## config.mk

```make
export PLATFORM = sky130hd
export DESIGN_NAME = gaussian_filter_3x3_flat
export DESIGN_NICKNAME = d
export VERILOG_FILES = /design/src/rtl/gaussian_filter_3x3_if.sv /design/src/rtl/gaussian_filter_3x3.sv /design/src/flat_wrapper.sv
export SDC_FILE = /design/constraint.sdc
export NUM_CORES = 2
export LEC_CHECK = 0
export CAP_MARGIN = 15
export CELL_PAD_IN_SITES_DETAIL_PLACEMENT = 2
export CELL_PAD_IN_SITES_GLOBAL_PLACEMENT = 2
export CORE_ASPECT_RATIO = 1.4
export CORE_UTILIZATION = 51
export CTS_BUF_LIST = sky130_fd_sc_hd__clkbuf_4 sky130_fd_sc_hd__clkbuf_8
export DETAILED_ROUTE_END_ITERATION = 8
export DONT_BUFFER_PORTS = 1
export MAX_ROUTING_LAYER = met4
export PLACE_DENSITY = 0.86
export RECOVER_POWER = 100
export SLEW_MARGIN = 20
export SYNTH_ARGS = -nofsm -noshare
export SYNTH_HDL_FRONTEND = slang
export SYNTH_SLANG_ARGS = --single-unit
```

## constraint.sdc

```tcl
create_clock -name clk -period 10.2 [get_ports clk]
set_input_delay 1.02 -clock clk [delete_from_list [all_inputs] [get_ports clk]]
set_output_delay 1.02 -clock clk [all_outputs]
set_load 0.005 [all_outputs]
```

## src/rtl/gaussian_filter_3x3_if.sv

```systemverilog
// Pixel stream bundle for the 3x3 Gaussian stage: input AXI-stream slave side
// and output AXI-stream master side with end-of-frame marker.
interface gaussian_filter_3x3_if #(
  parameter int PIXEL_BIT_WIDTH = 16
);
  logic signed [PIXEL_BIT_WIDTH-1:0] pixel_in_TDATA;
  logic                              pixel_in_TVALID;
  logic                              pixel_in_TREADY;
  logic signed [PIXEL_BIT_WIDTH-1:0] pixel_out_TDATA;
  logic                              pixel_out_TVALID;
  logic                              pixel_out_TREADY;
  logic                              pixel_out_TLAST;

  modport master (
    output pixel_in_TDATA, pixel_in_TVALID, pixel_out_TREADY,
    input  pixel_in_TREADY, pixel_out_TDATA, pixel_out_TVALID, pixel_out_TLAST
  );

  modport slave (
    input  pixel_in_TDATA, pixel_in_TVALID, pixel_out_TREADY,
    output pixel_in_TREADY, pixel_out_TDATA, pixel_out_TVALID, pixel_out_TLAST
  );
endinterface

```

## src/rtl/gaussian_filter_3x3.sv

```systemverilog
// Streaming 3x3 Gaussian blur ([1 2 1;2 4 2;1 2 1]/16) over a raster frame,
// emitting the valid-region result through a single skid-free output register.
module gaussian_filter_3x3 #(
  parameter int PIXEL_BIT_WIDTH  = 16,
  parameter int ROWS             = 48,
  parameter int COLS             = 48,
  parameter int IMG_ROW_BITWIDTH = 10,
  parameter int IMG_COL_BITWIDTH = 10
) (
  input logic                 clk,
  input logic                 reset,
  gaussian_filter_3x3_if.slave px
);
  localparam int W   = PIXEL_BIT_WIDTH;
  localparam int SW  = W + 4;
  localparam int CIW = (COLS > 1) ? $clog2(COLS) : 1;

  typedef logic signed [W-1:0]  pix_t;
  typedef logic signed [SW-1:0] acc_t;

  localparam logic [IMG_ROW_BITWIDTH-1:0] ROW_LAST = IMG_ROW_BITWIDTH'(ROWS - 1);
  localparam logic [IMG_COL_BITWIDTH-1:0] COL_LAST = IMG_COL_BITWIDTH'(COLS - 1);
  localparam logic [IMG_ROW_BITWIDTH-1:0] ROW_TWO  = IMG_ROW_BITWIDTH'(2);
  localparam logic [IMG_COL_BITWIDTH-1:0] COL_TWO  = IMG_COL_BITWIDTH'(2);
  localparam pix_t PIX_MAX = {1'b0, {(W-1){1'b1}}};
  localparam pix_t PIX_MIN = {1'b1, {(W-1){1'b0}}};

  function automatic acc_t sx(input pix_t p);
    return acc_t'(p);
  endfunction

  // Floor division by 16; the clamp never engages for a normalised kernel.
  function automatic pix_t floor_div16(input acc_t s);
    acc_t sh;
    sh = s >>> 4;
    if (sh > sx(PIX_MAX))      return PIX_MAX;
    else if (sh < sx(PIX_MIN)) return PIX_MIN;
    else                       return pix_t'(sh);
  endfunction

  logic [IMG_ROW_BITWIDTH-1:0] row_q, row_d;
  logic [IMG_COL_BITWIDTH-1:0] col_q, col_d;
  pix_t                        lb0_q [COLS];
  pix_t                        lb1_q [COLS];
  pix_t                        win_q [3][2];
  pix_t                        win_d [3][2];
  pix_t                        tap   [3];
  logic [CIW-1:0]              idx;
  logic                        in_rdy, accept, produce, last_pix;
  acc_t                        acc;
  logic                        vld_q, vld_d, last_q, last_d;
  pix_t                        dat_q, dat_d;

  assign idx      = col_q[CIW-1:0];
  assign in_rdy   = !vld_q || px.pixel_out_TREADY;
  assign accept   = px.pixel_in_TVALID && in_rdy;
  assign produce  = accept && (row_q >= ROW_TWO) && (col_q >= COL_TWO);
  assign last_pix = (row_q == ROW_LAST) && (col_q == COL_LAST);

  // Incoming column: top row from the older line buffer, bottom from the stream.
  assign tap[0] = lb1_q[idx];
  assign tap[1] = lb0_q[idx];
  assign tap[2] = px.pixel_in_TDATA;

  assign px.pixel_in_TREADY  = in_rdy;
  assign px.pixel_out_TDATA  = dat_q;
  assign px.pixel_out_TVALID = vld_q;
  assign px.pixel_out_TLAST  = last_q;

  always_comb begin
    acc = sx(win_q[0][0]) + (sx(win_q[0][1]) <<< 1) + sx(tap[0])
        + (sx(win_q[1][0]) <<< 1) + (sx(win_q[1][1]) <<< 2) + (sx(tap[1]) <<< 1)
        + sx(win_q[2][0]) + (sx(win_q[2][1]) <<< 1) + sx(tap[2]);
  end

  always_comb begin
    row_d = row_q;
    col_d = col_q;
    win_d = win_q;
    if (accept) begin
      for (int r = 0; r < 3; r++) begin
        win_d[r][0] = win_q[r][1];
        win_d[r][1] = tap[r];
      end
      if (col_q == COL_LAST) begin
        col_d = '0;
        row_d = (row_q == ROW_LAST) ? '0 : row_q + 1'b1;
      end else begin
        col_d = col_q + 1'b1;
      end
    end
  end

  always_comb begin
    vld_d  = vld_q;
    dat_d  = dat_q;
    last_d = last_q;
    if (produce) begin
      vld_d  = 1'b1;
      dat_d  = floor_div16(acc);
      last_d = last_pix;
    end else if (px.pixel_out_TREADY) begin
      vld_d  = 1'b0;
      last_d = 1'b0;
    end
  end

  always_ff @(posedge clk or negedge reset) begin
    if (!reset) begin
      row_q  <= '0;
      col_q  <= '0;
      vld_q  <= 1'b0;
      dat_q  <= '0;
      last_q <= 1'b0;
      for (int r = 0; r < 3; r++) begin
        for (int k = 0; k < 2; k++) win_q[r][k] <= '0;
      end
    end else begin
      row_q  <= row_d;
      col_q  <= col_d;
      vld_q  <= vld_d;
      dat_q  <= dat_d;
      last_q <= last_d;
      win_q  <= win_d;
    end
  end

  // Line buffers hold no state that matters after reset, so they stay unreset.
  always_ff @(posedge clk) begin
    if (accept) begin
      lb1_q[idx] <= lb0_q[idx];
      lb0_q[idx] <= px.pixel_in_TDATA;
    end
  end
endmodule

```

## src/flat_wrapper.sv

```systemverilog
// flat-port wrapper written by rule: the top's interface ports become plain ports
module gaussian_filter_3x3_flat 
#(
  parameter int PIXEL_BIT_WIDTH  = 16,
  parameter int ROWS             = 48,
  parameter int COLS             = 48,
  parameter int IMG_ROW_BITWIDTH = 10,
  parameter int IMG_COL_BITWIDTH = 10
)
  (clk, reset, px_pixel_in_TDATA, px_pixel_in_TVALID, px_pixel_out_TREADY, px_pixel_in_TREADY, px_pixel_out_TDATA, px_pixel_out_TVALID, px_pixel_out_TLAST);
  gaussian_filter_3x3_if #(.PIXEL_BIT_WIDTH(PIXEL_BIT_WIDTH)) px_i ();
  input logic clk;
  input logic reset;
  input wire logic [$bits(px_i.pixel_in_TDATA)-1:0] px_pixel_in_TDATA;
  input wire logic [$bits(px_i.pixel_in_TVALID)-1:0] px_pixel_in_TVALID;
  input wire logic [$bits(px_i.pixel_out_TREADY)-1:0] px_pixel_out_TREADY;
  output wire logic [$bits(px_i.pixel_in_TREADY)-1:0] px_pixel_in_TREADY;
  output wire logic [$bits(px_i.pixel_out_TDATA)-1:0] px_pixel_out_TDATA;
  output wire logic [$bits(px_i.pixel_out_TVALID)-1:0] px_pixel_out_TVALID;
  output wire logic [$bits(px_i.pixel_out_TLAST)-1:0] px_pixel_out_TLAST;
  assign px_i.pixel_in_TDATA = px_pixel_in_TDATA;
  assign px_i.pixel_in_TVALID = px_pixel_in_TVALID;
  assign px_i.pixel_out_TREADY = px_pixel_out_TREADY;
  assign px_pixel_in_TREADY = px_i.pixel_in_TREADY;
  assign px_pixel_out_TDATA = px_i.pixel_out_TDATA;
  assign px_pixel_out_TVALID = px_i.pixel_out_TVALID;
  assign px_pixel_out_TLAST = px_i.pixel_out_TLAST;
  gaussian_filter_3x3 #(.PIXEL_BIT_WIDTH(PIXEL_BIT_WIDTH), .ROWS(ROWS), .COLS(COLS), .IMG_ROW_BITWIDTH(IMG_ROW_BITWIDTH), .IMG_COL_BITWIDTH(IMG_COL_BITWIDTH)) u_core (.clk(clk), .reset(reset), .px(px_i));
endmodule
```

==> results.json, run 1 <==
{
  "synth_fp_nets": 4236,
  "synth_area_leaders": "edfxtp_1 67%, dfrtp_1 4.9%, fa_1 3.0%",
  "fp.dieH_um": 436,
  "netlist_instances": 4074,
  "gp_congestion": 0.882,
  "ios": 39,
  "ys_types": 85,
  "port_buffers": 0,
  "chipWidth_um": 312,
  "initial_core_util": 0.516,
  "synthArstFlopShare": 0.0802,
  "synth_edf_count": 1536,
  "outcome": "stopped before the end",
  "ys_ff_latch": 1670,
  "synth_top_area_cell": "edfxtp_1",
  "dpl.hpwl_um": 175000,
  "stop_stage": "detailed placement (3_5_place_dp)",
  "netlist_area_um2": 68500,
  "netlist.area_leader.share": 0.673,
  "core.rowCount": 158,
  "avgSynthCellArea_um2": 16.8,
  "first-error": "[ERROR DPL-0033] detailed placement checks failed during check placement.",
  "seq_area_frac_synth": 0.722,
  "synth_ff_type": "edfxtp_1",
  "ys_warn_count": 0
}
Yosys cell counts (6+ instances only):
library cell     n
a221oi_1       180
dfrtp_1        134
a22oi_1        126
buf_4           44
buf_2           90
nand2_1        296
buf_6           23
xnor2_1         34
a21o_1          12
a22o_1          28
ha_1            39
nand3b_1         6
o211ai_1        18
edfxtp_1      1536
o221ai_1        40
o21ai_0        116
buf_1           20
xor2_1          10
fa_1           103
nand2b_1        15
mux4_2          84
a211oi_1         8
and3_1          21
a21oi_1         79
o21a_1           8
o22ai_1         58
nand3_1         31
o22a_1          30
a32oi_1          8
nor3_1          18
a31oi_1         25
or2_2            6
a222oi_1         7
mux2i_1        192
nand4_1          7
a221o_1         23
nor2b_1         11
mux2_2         137
nor2_1         124
o31ai_1          6
clkbuf_1        72
o2bb2ai_1       12
inv_1          134
metrics by stage:
stage	hold slack [ps]	cells	cell area (um2)	setup slack, ps
after floorplan	437	4074	68500	1120
after global placement	455	5747	71300	984
cell families after synthesis:
family,after synthesis,share of synthesized area
xor gates and xnor gates,44,0.00562
AOI/OAI and AO/OA,837,0.0908
DFF,1670,0.722
muxes,417,0.0790
buffers and inverters,388,0.0278
and+or+nand+nor,576,0.0375
adders and majority gates,142,0.0372
==> inputs of run 2 (changes only) <==
Settings changed: CELL_PAD_IN_SITES_DETAIL_PLACEMENT 2 to default, CELL_PAD_IN_SITES_GLOBAL_PLACEMENT 2 to default, CORE_ASPECT_RATIO 1.4 to default, CORE_UTILIZATION 51 to 40, CTS_BUF_LIST sky130_fd_sc_hd__clkbuf_4 sky130_fd_sc_hd__clkbuf_8 to default, MAX_ROUTING_LAYER met4 to default, PLACE_DENSITY 0.86 to default, PLACE_DENSITY_LB_ADDON from default to 0.15.
==> results.json, run 2 <==
{
  "fp.dieH_um": 416,
  "seqCellArea_um2": 49500,
  "reg.largest.list": "u_core.lb0_q x768, u_core.lb1_q x768, u_core.win_q x96",
  "clock_latency_ps": 840,
  "grt_use_total": 0.260,
  "worstMarginPinSlew_ps": 3940,
  "nFillCells": 14700,
  "finalClockSkew_ps": 56.6,
  "synth_top_area_cell": "edfxtp_1",
  "netlist.area_leader.share": 0.673,
  "yosys.area_share.adder": 0.0372,
  "dpl.hpwl_um": 128000,
  "hold_path_class": "input pin to asynchronous set/reset pin",
  "overflow": 0,
  "ys_ff_latch": 1670,
  "port_buffers": 0,
  "final_cell_mix": "1,536 x edfxtp_1, 296 x nand2_1, 192 x mux2i_1",
  "slowest_stage": "clkbuf_1",
  "synth_area_leaders": "edfxtp_1 67%, dfrtp_1 4.9%, fa_1 3.0%",
  "seq_area_frac_synth": 0.722,
  "reg2reg_slack_ps": 670,
  "cp_max_fo": 52,
  "cap_violations": 75,
  "postCtsResizedCells": 0,
  "endpoint_kind": "flop",
  "fmax_mhz": 105,
  "avgSynthCellArea_um2": 16.8,
  "ys_warn_count": 0,
  "ios": 39,
  "cts-root-buf": "clkbuf_16",
  "synth_compound_area_frac": 0.0908,
  "post_drt_wl_per_cell_um": 34.6,
  "setup_viol": 0,
  "synthMuxAreaShare": 0.0790,
  "initial_core_util": 0.403,
  "slew_headroom": -1.62,
  "post_cts_buffers": 0,
  "synth_top_family_by_area": "compound AO/OA/AOI/OAI gates",
  "grt_max_degree": 135,
  "clock_sinks": 1670,
  "core.rowCount": 151,
  "drive_above_1_share": 0.149,
  "clockBufferDepth": 3,
  "synthArstFlopShare": 0.0802,
  "netlist_area_um2": 68500,
  "crit_top_cell": "fa_1",
  "synth_xor_area_frac": 0.00562,
  "routed_wirelength_um": 226000,
  "vias_per_cell": 6.09,
  "multi_input_area_um2": 17500,
  "worstPathBufferInverterCount": 5,
  "critPathMaxStageDelay_ps": 1810,
  "drt_iter0_drc": 5227,
  "grt_pass1_wl_um": 315000,
  "gp_congestion": 0.835,
  "finalNonFillerCells": 6549,
  "drt_pre_antenna_iters": 6,
  "synth_fp_nets": 4236,
  "crit_type": "flop to flop",
  "netlist_top_cells_count": "1,536 x edfxtp_1, 296 x nand2_1, 192 x mux2i_1, 180 x a221oi_1, 137 x mux2_2",
  "grt_pass1_vias": 39400,
  "ant_nets": 0,
  "synth_edf_count": 1536,
  "yosys.area_share.simple": 0.0375,
  "outcome": "complete, but fails checks",
  "cts_tree": "done",
  "placedCellCount": 6224,
  "cts_max_level": 4,
  "crit_path_start_kind": "flop",
  "hold_violations": 0,
  "required_ps": 10840,
  "fp.coreArea_um2": 170000,
  "violations": "capacitance limit, slew limit",
  "drc": 0,
  "crit_chain": "and2_0 -> buf_4 -> buf_4 -> and3_1 -> a221o_1 -> a22oi_1 -> o2111ai_4 -> clkbuf_1 -> fa_1 -> inv_1 -> fa_1 -> fa_1 -> fa_1 -> inv_1 -> ha_1 -> nand2_1 -> a221oi_1 -> a21oi_1 -> nor4_1 -> mux2i_1 -> o311ai_0",
  "layout.cells.most_common": "edfxtp_1",
  "drv_slew": 2364,
  "min_period_ps": 9530,
  "synth_most_common_cell": "edfxtp_1",
  "path_clk_slew_ps": 70,
  "path_delay_family": "buffers and inverters",
  "crit_arrival_ps": 10160,
  "area_delta_synth_final_pct": 12.4,
  "numCtsBuffers": 177,
  "num_vias": 39900,
  "period_share": 0.934,
  "tns_ps": 0,
  "synth_ff_type": "edfxtp_1",
  "die_area_um2": 173000,
  "nets": 4348,
  "rsz0062_at_grt": "no",
  "chipWidth_um": 416,
  "ys_types": 85,
  "antenna_found_initial": 13,
  "netlist_instances": 4074
}
run 2: cell counts after synthesis:
No cell type changed its count.
run 2: final timing paths:
check	from	to	cells after the start
min in group clk	px_pixel_in_TDATA[3]	u_core.lb0_q[20][3]	0
max in group asynchronous	reset	u_core.col_q[0]	1
hold reg to reg	u_core.row_q[9]	u_core.row_q[9]	1
setup / recovery	u_core.col_q[0]	u_core.px.pixel_out_TDATA[14]	21
setup reg to reg	u_core.col_q[0]	u_core.px.pixel_out_TDATA[14]	21
hold / removal	reset	u_core.col_q[1]	1
run 2: layout make-up:
type                       count  area share
multi-input combinational   2016       0.227
antenna                        5    0.000162
clock inverter                96      0.0104
timing repair buffer         183      0.0169
tap                         2218      0.0360
inverter                     138     0.00679
sequential                  1670       0.643
clock buffer                 223      0.0603
run 2: layer usage:
layer	up-vias	track usage	share of wire
li1	16400	-	-
met1	21000	0.364	0.42
met2	2082	0.407	0.46
met3	365	0.0536	0.094
met4	6	0.0822	0.032
met5	-	0	0.00016
run 2: timing repair:
item	CTS	global route
setup endpoints to repair	0	0
hold endpoints to repair	134	0
hold buffers	1	0
run 2: stage by stage:
step | area [um2] | utilization | hold slack (ps) | worst slack (ps)
final | 77000 | 0.453 | 95.0 | 674
after global routing | 77000 | 0.453 | 184 | 214
after CTS | 77500 | 0.456 | 186 | 924
after detailed placement | 72000 | 0.424 | 460 | 961
after global placement | 72000 | 0.424 | 459 | 963
after floorplan | 68500 | - | 437 | 1120
run 2: kinds of logic (layout without fill, tap and decap cells):
kind of cell | Yosys count | count (layout)
compound gates | 837 | 837
xor+xnor | 44 | 44
fa+ha+maj | 142 | 142
buf+inv | 388 | 640
flops | 1670 | 1670
mux | 417 | 417
other cells | 0 | 5
simple gates | 576 | 576
Power of run 2 is not shown: default switching activity piles up to over one toggle a cycle in this logic, so the estimate is an artifact.
